File: config.mk
export PLATFORM = sky130hd
export DESIGN_NAME = io_output_buffer_flat
export DESIGN_NICKNAME = d
export VERILOG_FILES = /design/src/rtl/io_output_buffer_if.sv /design/src/rtl/io_output_buffer.sv /design/src/flat_wrapper.sv
export SDC_FILE = /design/constraint.sdc
export NUM_CORES = 1
export LEC_CHECK = 0
export BUFFER_PORTS_ARGS = -buffer_cell sky130_fd_sc_hd__buf_2
export CORE_ASPECT_RATIO = 0.8
export CORE_MARGIN = 1.5
export CORE_UTILIZATION = 35
export CTS_CLUSTER_SIZE = 10
export DETAILED_ROUTE_END_ITERATION = 6
export GPL_TIMING_DRIVEN = 0
export PLACE_DENSITY_LB_ADDON = 0.15
export SETUP_SLACK_MARGIN = 0.2
export SYNTH_ARGS = -nofsm -noshare
export SYNTH_HDL_FRONTEND = slang
export SYNTH_SLANG_ARGS = --single-unit
File: constraint.sdc
create_clock -name i_clk -period 6.6 [get_ports i_clk]
set_input_delay 1.32 -clock i_clk [delete_from_list [all_inputs] [get_ports i_clk]]
set_output_delay 1.32 -clock i_clk [all_outputs]
set_load 0.01 [all_outputs]
File: src/rtl/io_output_buffer_if.sv
// LSU-side bus into the memory-mapped output buffer.
// master: LSU drives addr/data/strobe/mask; slave: buffer returns ld_data.
interface io_output_buffer_if;
    logic [31:0] i_lsu_addr;
    logic [31:0] i_st_data;
    logic        i_lsu_wren;
    logic [3:0]  i_bmask;
    logic [31:0] o_ld_data;

    modport master (
        output i_lsu_addr,
        output i_st_data,
        output i_lsu_wren,
        output i_bmask,
        input  o_ld_data
    );

    modport slave (
        input  i_lsu_addr,
        input  i_st_data,
        input  i_lsu_wren,
        input  i_bmask,
        output o_ld_data
    );
endinterface

File: src/rtl/io_output_buffer.sv
// Memory-mapped output registers (LEDR, LEDG, HEXLO, HEXHI, LCD) at 0x1000_xxxx.
// Ports: i_clk, i_rst (sync, active-high), lsu bus (slave), LED/HEX/LCD outputs, o_st_cnt.
module io_output_buffer (
    input  logic                  i_clk,
    input  logic                  i_rst,
    io_output_buffer_if.slave     lsu,
    output logic [31:0]           o_io_ledr,
    output logic [31:0]           o_io_ledg,
    output logic [6:0]            o_io_hex0,
    output logic [6:0]            o_io_hex1,
    output logic [6:0]            o_io_hex2,
    output logic [6:0]            o_io_hex3,
    output logic [6:0]            o_io_hex4,
    output logic [6:0]            o_io_hex5,
    output logic [6:0]            o_io_hex6,
    output logic [6:0]            o_io_hex7,
    output logic [31:0]           o_io_lcd,
    output logic [15:0]           o_st_cnt
);
    logic [31:0] ledr_q;
    logic [31:0] ledg_q;
    logic [31:0] hexlo_q;
    logic [31:0] hexhi_q;
    logic [31:0] lcd_q;
    logic [15:0] cnt_q;

    logic        hit;
    logic [3:0]  sel;
    logic        mapped;
    logic        accept;
    logic [11:0] unused_offset;

    // Offset bits alias every location within a register.
    assign unused_offset = lsu.i_lsu_addr[11:0];

    assign hit    = (lsu.i_lsu_addr[31:16] == 16'h1000);
    assign sel    = lsu.i_lsu_addr[15:12];
    assign mapped = hit && (sel <= 4'd4);
    assign accept = lsu.i_lsu_wren && mapped;

    function automatic logic [31:0] merge(
        input logic [31:0] old_v,
        input logic [31:0] new_v,
        input logic [3:0]  mask
    );
        logic [31:0] r;
        r = old_v;
        for (int n = 0; n < 4; n++) begin
            if (mask[n]) r[n*8 +: 8] = new_v[n*8 +: 8];
        end
        return r;
    endfunction

    always_ff @(posedge i_clk) begin
        if (i_rst) begin
            ledr_q  <= '0;
            ledg_q  <= '0;
            hexlo_q <= '0;
            hexhi_q <= '0;
            lcd_q   <= '0;
            cnt_q   <= '0;
        end else if (accept) begin
            case (sel)
                4'd0: ledr_q  <= merge(ledr_q,  lsu.i_st_data, lsu.i_bmask);
                4'd1: ledg_q  <= merge(ledg_q,  lsu.i_st_data, lsu.i_bmask);
                4'd2: hexlo_q <= merge(hexlo_q, lsu.i_st_data, lsu.i_bmask);
                4'd3: hexhi_q <= merge(hexhi_q, lsu.i_st_data, lsu.i_bmask);
                4'd4: lcd_q   <= merge(lcd_q,   lsu.i_st_data, lsu.i_bmask);
                default: ;
            endcase
            // A zero mask still counts; the counter wraps silently.
            cnt_q <= cnt_q + 16'd1;
        end
    end

    // Readback shows the current register, never the in-flight store.
    always_comb begin
        lsu.o_ld_data = 32'h0;
        if (hit) begin
            case (sel)
                4'd0: lsu.o_ld_data = ledr_q;
                4'd1: lsu.o_ld_data = ledg_q;
                4'd2: lsu.o_ld_data = hexlo_q;
                4'd3: lsu.o_ld_data = hexhi_q;
                4'd4: lsu.o_ld_data = lcd_q;
                default: lsu.o_ld_data = 32'h0;
            endcase
        end
    end

    assign o_io_ledr = ledr_q;
    assign o_io_ledg = ledg_q;
    assign o_io_lcd  = lcd_q;
    assign o_st_cnt  = cnt_q;

    // Bit 7 of each HEX byte is kept for readback but not driven out.
    assign o_io_hex0 = hexlo_q[6:0];
    assign o_io_hex1 = hexlo_q[14:8];
    assign o_io_hex2 = hexlo_q[22:16];
    assign o_io_hex3 = hexlo_q[30:24];
    assign o_io_hex4 = hexhi_q[6:0];
    assign o_io_hex5 = hexhi_q[14:8];
    assign o_io_hex6 = hexhi_q[22:16];
    assign o_io_hex7 = hexhi_q[30:24];
endmodule

File: src/flat_wrapper.sv
// flat-port wrapper written by rule: the top's interface ports become plain ports
module io_output_buffer_flat 
  (i_clk, i_rst, o_io_ledr, o_io_ledg, o_io_hex0, o_io_hex1, o_io_hex2, o_io_hex3, o_io_hex4, o_io_hex5, o_io_hex6, o_io_hex7, o_io_lcd, o_st_cnt, lsu_i_lsu_addr, lsu_i_st_data, lsu_i_lsu_wren, lsu_i_bmask, lsu_o_ld_data);
  io_output_buffer_if lsu_i ();
  input  logic i_clk;
  input  logic i_rst;
  output logic [31:0] o_io_ledr;
  output logic [31:0] o_io_ledg;
  output logic [6:0] o_io_hex0;
  output logic [6:0] o_io_hex1;
  output logic [6:0] o_io_hex2;
  output logic [6:0] o_io_hex3;
  output logic [6:0] o_io_hex4;
  output logic [6:0] o_io_hex5;
  output logic [6:0] o_io_hex6;
  output logic [6:0] o_io_hex7;
  output logic [31:0] o_io_lcd;
  output logic [15:0] o_st_cnt;
  input wire logic [$bits(lsu_i.i_lsu_addr)-1:0] lsu_i_lsu_addr;
  input wire logic [$bits(lsu_i.i_st_data)-1:0] lsu_i_st_data;
  input wire logic [$bits(lsu_i.i_lsu_wren)-1:0] lsu_i_lsu_wren;
  input wire logic [$bits(lsu_i.i_bmask)-1:0] lsu_i_bmask;
  output wire logic [$bits(lsu_i.o_ld_data)-1:0] lsu_o_ld_data;
  assign lsu_i.i_lsu_addr = lsu_i_lsu_addr;
  assign lsu_i.i_st_data = lsu_i_st_data;
  assign lsu_i.i_lsu_wren = lsu_i_lsu_wren;
  assign lsu_i.i_bmask = lsu_i_bmask;
  assign lsu_o_ld_data = lsu_i.o_ld_data;
  io_output_buffer u_core (.i_clk(i_clk), .i_rst(i_rst), .lsu(lsu_i), .o_io_ledr(o_io_ledr), .o_io_ledg(o_io_ledg), .o_io_hex0(o_io_hex0), .o_io_hex1(o_io_hex1), .o_io_hex2(o_io_hex2), .o_io_hex3(o_io_hex3), .o_io_hex4(o_io_hex4), .o_io_hex5(o_io_hex5), .o_io_hex6(o_io_hex6), .o_io_hex7(o_io_hex7), .o_io_lcd(o_io_lcd), .o_st_cnt(o_st_cnt));
endmodule
==> key figures <==
STA
  • FMAX: 201 MHz
  • Setup tns final: 0 ps
  • # setup viols final: 0
  • RSZ-0062 raised after global routing: no
  • Actual slew at the worst max-slew pin: around 1000 ps
  • Minimum clock period: around 5000 ps
  • Period utilization: around three quarters
  • Relative slew margins: 31.1%
  • Max Slew Vio Count: 0
  • Final Hold Violating Endpoints: 0
  • Layout Skew: between 4 and 5 ps

Critical path
  • Critical path launch point type: primary input
  • Crit path kind: in -> out
  • Worst path cell trace: buf_2, clkbuf_1, nor4b_2, clkbuf_1, a222oi_1, nor2_1, buf_2
  • Slowest cell on crit path: nor4b_2
  • Crit path max fanout: 10
  • Worst path required time: 5280 ps
  • Worst r2r dst: u_core.o_st_cnt[15]
  • Flop-to-flop setup slack: 4320 ps
  • Max stage delay on crit path: roughly 730 ps
  • R2R Path Start: u_core.o_st_cnt[3]
  • Worst path bufs/invs: 4
  • Worst Path Arrival: ~3700 ps
  • CP Capture Type: output pin
  • Cell count of the worst reg-to-reg path: 5
  • Delay-heaviest family, CP: buffers and inverters

Clocking
  • CTS resizes: 0
  • H-tree lvl count: 4
  • # hold bufs at CTS: 0
  • CTS Root Cell: clkbuf_16
  • Clock Latency Late Sink: 430 ps
  • Post-CTS Setup Bufs: 0
  • Clock-pin slew on the worst setup and hold paths: approximately 60 ps
  • Clock Path Buffers: 2
  • CTS buffer count: 17
  • CTS Sinks: roughly 180
  • CTS tree: yes

Detailed routing
  • Initial drt markers: about 580
  • Avg Vias per Cell: 5.11
  • WL per Instance: around 21 um
  • Routed via count: 7,732
  • DRC errors left: 0
  • DRT Pass-1 Iters: 6
  • Drt total wl: between 30,000 and 40,000 um
  • DRT antenna net count: 0

Global routing
  • Grt ovf: 0
  • Global-route wire length before repair: 47,200 um
  • Initial antenna violation count: 0
  • Largest net degree at the start of global routing: 17
  • Vias in the first global route: 7,489
  • All-Layer GR Usage: 23.7%

Finish
  • Cell area after layout: 0.0113 mm2
  • Antenna Cells: 0
  • Post-route insts no fill: about 1,500
  • Fraction of layout cells with a size suffix above 1: 31.8%
  • Area growth syn-to-layout: 25.0%
  • Nets: 1,249

Min path
  • Hold_sp: u_core.hexhi_q[23]
  • Hold Crit Depth: 2
  • Tightest Hold Check Type: reg -> reg
  • Hold EP: u_core.hexhi_q[23]

Floorplan
  • # rows: between 50 and 60
  • Die Span Y: 147 um
  • Core Area: 0.0253 mm2
  • Die X: 182 um
  • Initial Utilization: 35.6%
  • Die area: 0.0267 mm2
  • Io pins: 271

Yosys
  • Top-area cell type share of the netlist area: 39.1%
  • Synth cell types: 41
  • Syn avg cell area: 9.96 um2
  • Top cell type by total area after synthesis: dfxtp_1
  • Syn nets: just under 1,000
  • Register area share after synthesis: a little under 40%
  • Mapped Cells: 905
  • Post-synthesis sequential element count: 176
  • Synth Cell Area: 0.00901 mm2
  • Synth Warn #: 0
  • Area contributors post-synth: dfxtp_1 39%, mux2i_1 21%, nand2b_1 13%

Placement
  • # port buffers: about 250
  • Post-DP HPWL: between 20,000 and 25,000 um
  • Post-Place Cells: 1,482
  • Area post-placement: 0.0107 mm2
  • GPL Wtd Cong: 0.815

Job
  • Max-cap violations: 0

Run status
  • Run status: complete, no violations

Power
  • Overall Power: 2.22 mW
  • Peak supply drop: 0.000156 V
  • Leak: 5.54 nW
  • PD cells: 197 mW/mm2
## synthesized netlist by cell type
| library cell | n |
|---|---|
| clkbuf_1 | 50 |
| o21ba_1 | 1 |
| nor4b_1 | 2 |
| or3_1 | 3 |
| nor3_2 | 1 |
| nor4bb_1 | 1 |
| o31ai_1 | 9 |
| nand3_2 | 15 |
| a222oi_1 | 32 |
| mux2i_1 | 192 |
| o21ai_1 | 4 |
| buf_4 | 62 |
| nor4b_4 | 1 |
| o31a_1 | 1 |
| nand3_1 | 8 |
| nand4_2 | 2 |
| nor3_1 | 1 |
| dfxtp_1 | 176 |
| nor4_2 | 1 |
| buf_1 | 4 |
| and4_1 | 8 |
| nor4b_2 | 1 |
| nor2b_1 | 4 |
| nor4_1 | 4 |
| nor4_4 | 1 |
| and3_1 | 8 |
| a21oi_1 | 12 |
| inv_1 | 3 |
| buf_2 | 9 |
| mux2_1 | 3 |
| nand2b_1 | 192 |
| and2_1 | 2 |
| nor2_1 | 37 |
| nand4_1 | 8 |
| nand2_1 | 2 |
| or2_1 | 1 |
| buf_6 | 1 |
| ha_1 | 1 |
| nand3_4 | 1 |
| o2bb2ai_1 | 32 |
| or4_1 | 9 |
## worst register-to-register path, cell delays in order (launching register included)
cell	delay [ps]
dfxtp_1	430
and4_1	210
clkbuf_1	350
nand4_1	260
nor4_1	540
mux2_1	370
## cell families (layout without fill, tap and decap cells)
logic type	Yosys count	after routing	synth area share [%]
adder cells (fa/ha/maj)	1	1	0.139
AND/OR/NAND/NOR	313	313	22.4
flip-flops	176	176	39.1
multiplexers	195	195	21.7
AO/OA/AOI/OAI	91	91	8.51
buffers and inverters	129	413	8.16
## cell usage in the layout (no fill, tap or decap), types with 4 or more instances in the layout
cell type | netlist | final
o21ai_1 | 4 | 4
a222oi_1 | 32 | 32
clkbuf_1 | 50 | 51
nand2b_1 | 192 | 192
and3_1 | 8 | 8
o2bb2ai_1 | 32 | 32
buf_2 | 9 | 262
or4_1 | 9 | 9
dfxtp_1 | 176 | 176
nand4_1 | 8 | 8
mux2i_1 | 192 | 192
buf_4 | 62 | 62
buf_1 | 4 | 4
nor2_1 | 37 | 37
o31ai_1 | 9 | 9
a21oi_1 | 12 | 12
clkbuf_16 | 0 | 17
nor4_1 | 4 | 4
nand3_1 | 8 | 8
nor2b_1 | 4 | 4
and4_1 | 8 | 8
nand3_2 | 15 | 15
## worst max-delay path by stage
stage	from	to	slack, ps	depth (start not counted)
floorplan	lsu_i_lsu_addr[23]	lsu_o_ld_data[10]	2620	6
CTS	lsu_i_lsu_addr[12]	lsu_o_ld_data[23]	1620	7
detailed placement	lsu_i_lsu_addr[12]	lsu_o_ld_data[23]	1640	7
global route	lsu_i_lsu_addr[12]	lsu_o_ld_data[7]	1530	7
finish	lsu_i_lsu_addr[12]	lsu_o_ld_data[23]	1620	7
global placement	lsu_i_lsu_addr[12]	lsu_o_ld_data[23]	1610	7
## per-stage QoR
| step | hold slack (ps) | setup WS [ps] | utilization (%) |
|---|---|---|---|
| detailed placement | 469 | 1640 | 42.2 |
| floorplan | 448 | 2620 | - |
| CTS | 477 | 1620 | 44.5 |
| finish | 477 | 1620 | 44.5 |
| global route | 495 | 1530 | 44.5 |
| global placement | 460 | 1610 | 42.2 |
## where the power goes
part | internal [mW] | switching [mW] | leakage, nW
combinational | 0.0458 | 0.0875 | 3.85
sequential | 1.06 | 0.000000132 | 1.42
clock | 0.569 | 0.453 | 0.277
## flip-flops by register name (all words and copies together), names as in the netlist
| register | count |
|---|---|
| u_core.o_io_lcd | 32 |
| u_core.o_io_ledr | 32 |
| u_core.o_st_cnt | 16 |
| u_core.hexhi_q | 32 |
| u_core.hexlo_q | 32 |
| u_core.o_io_ledg | 32 |
## cell type report
| cell class | count | area, um2 |
|---|---|---|
| Inverter | 3 | 11.3 |
| Clock buffer | 19 | 443 |
| Multi-Input combinational cell | 600 | 4760 |
| Clock inverter | 12 | 135 |
| Buffer | 126 | 724 |
| Timing Repair Buffer | 253 | 1270 |
| Tap cell | 324 | 405 |
| Sequential cell | 176 | 3520 |
| Fill cell | 2516 | 14000 |
## per-layer routing
layer  share of wire, %  global-route usage [%]  vias up
li1                   -                       -     3724
met1                 50                    33.9     3755
met2                 45                    37.0      240
met3                5.2                    4.69       13
met4               0.59                    4.13        0
met5                  0                       0        -
(Power assumes the default switching activity.)
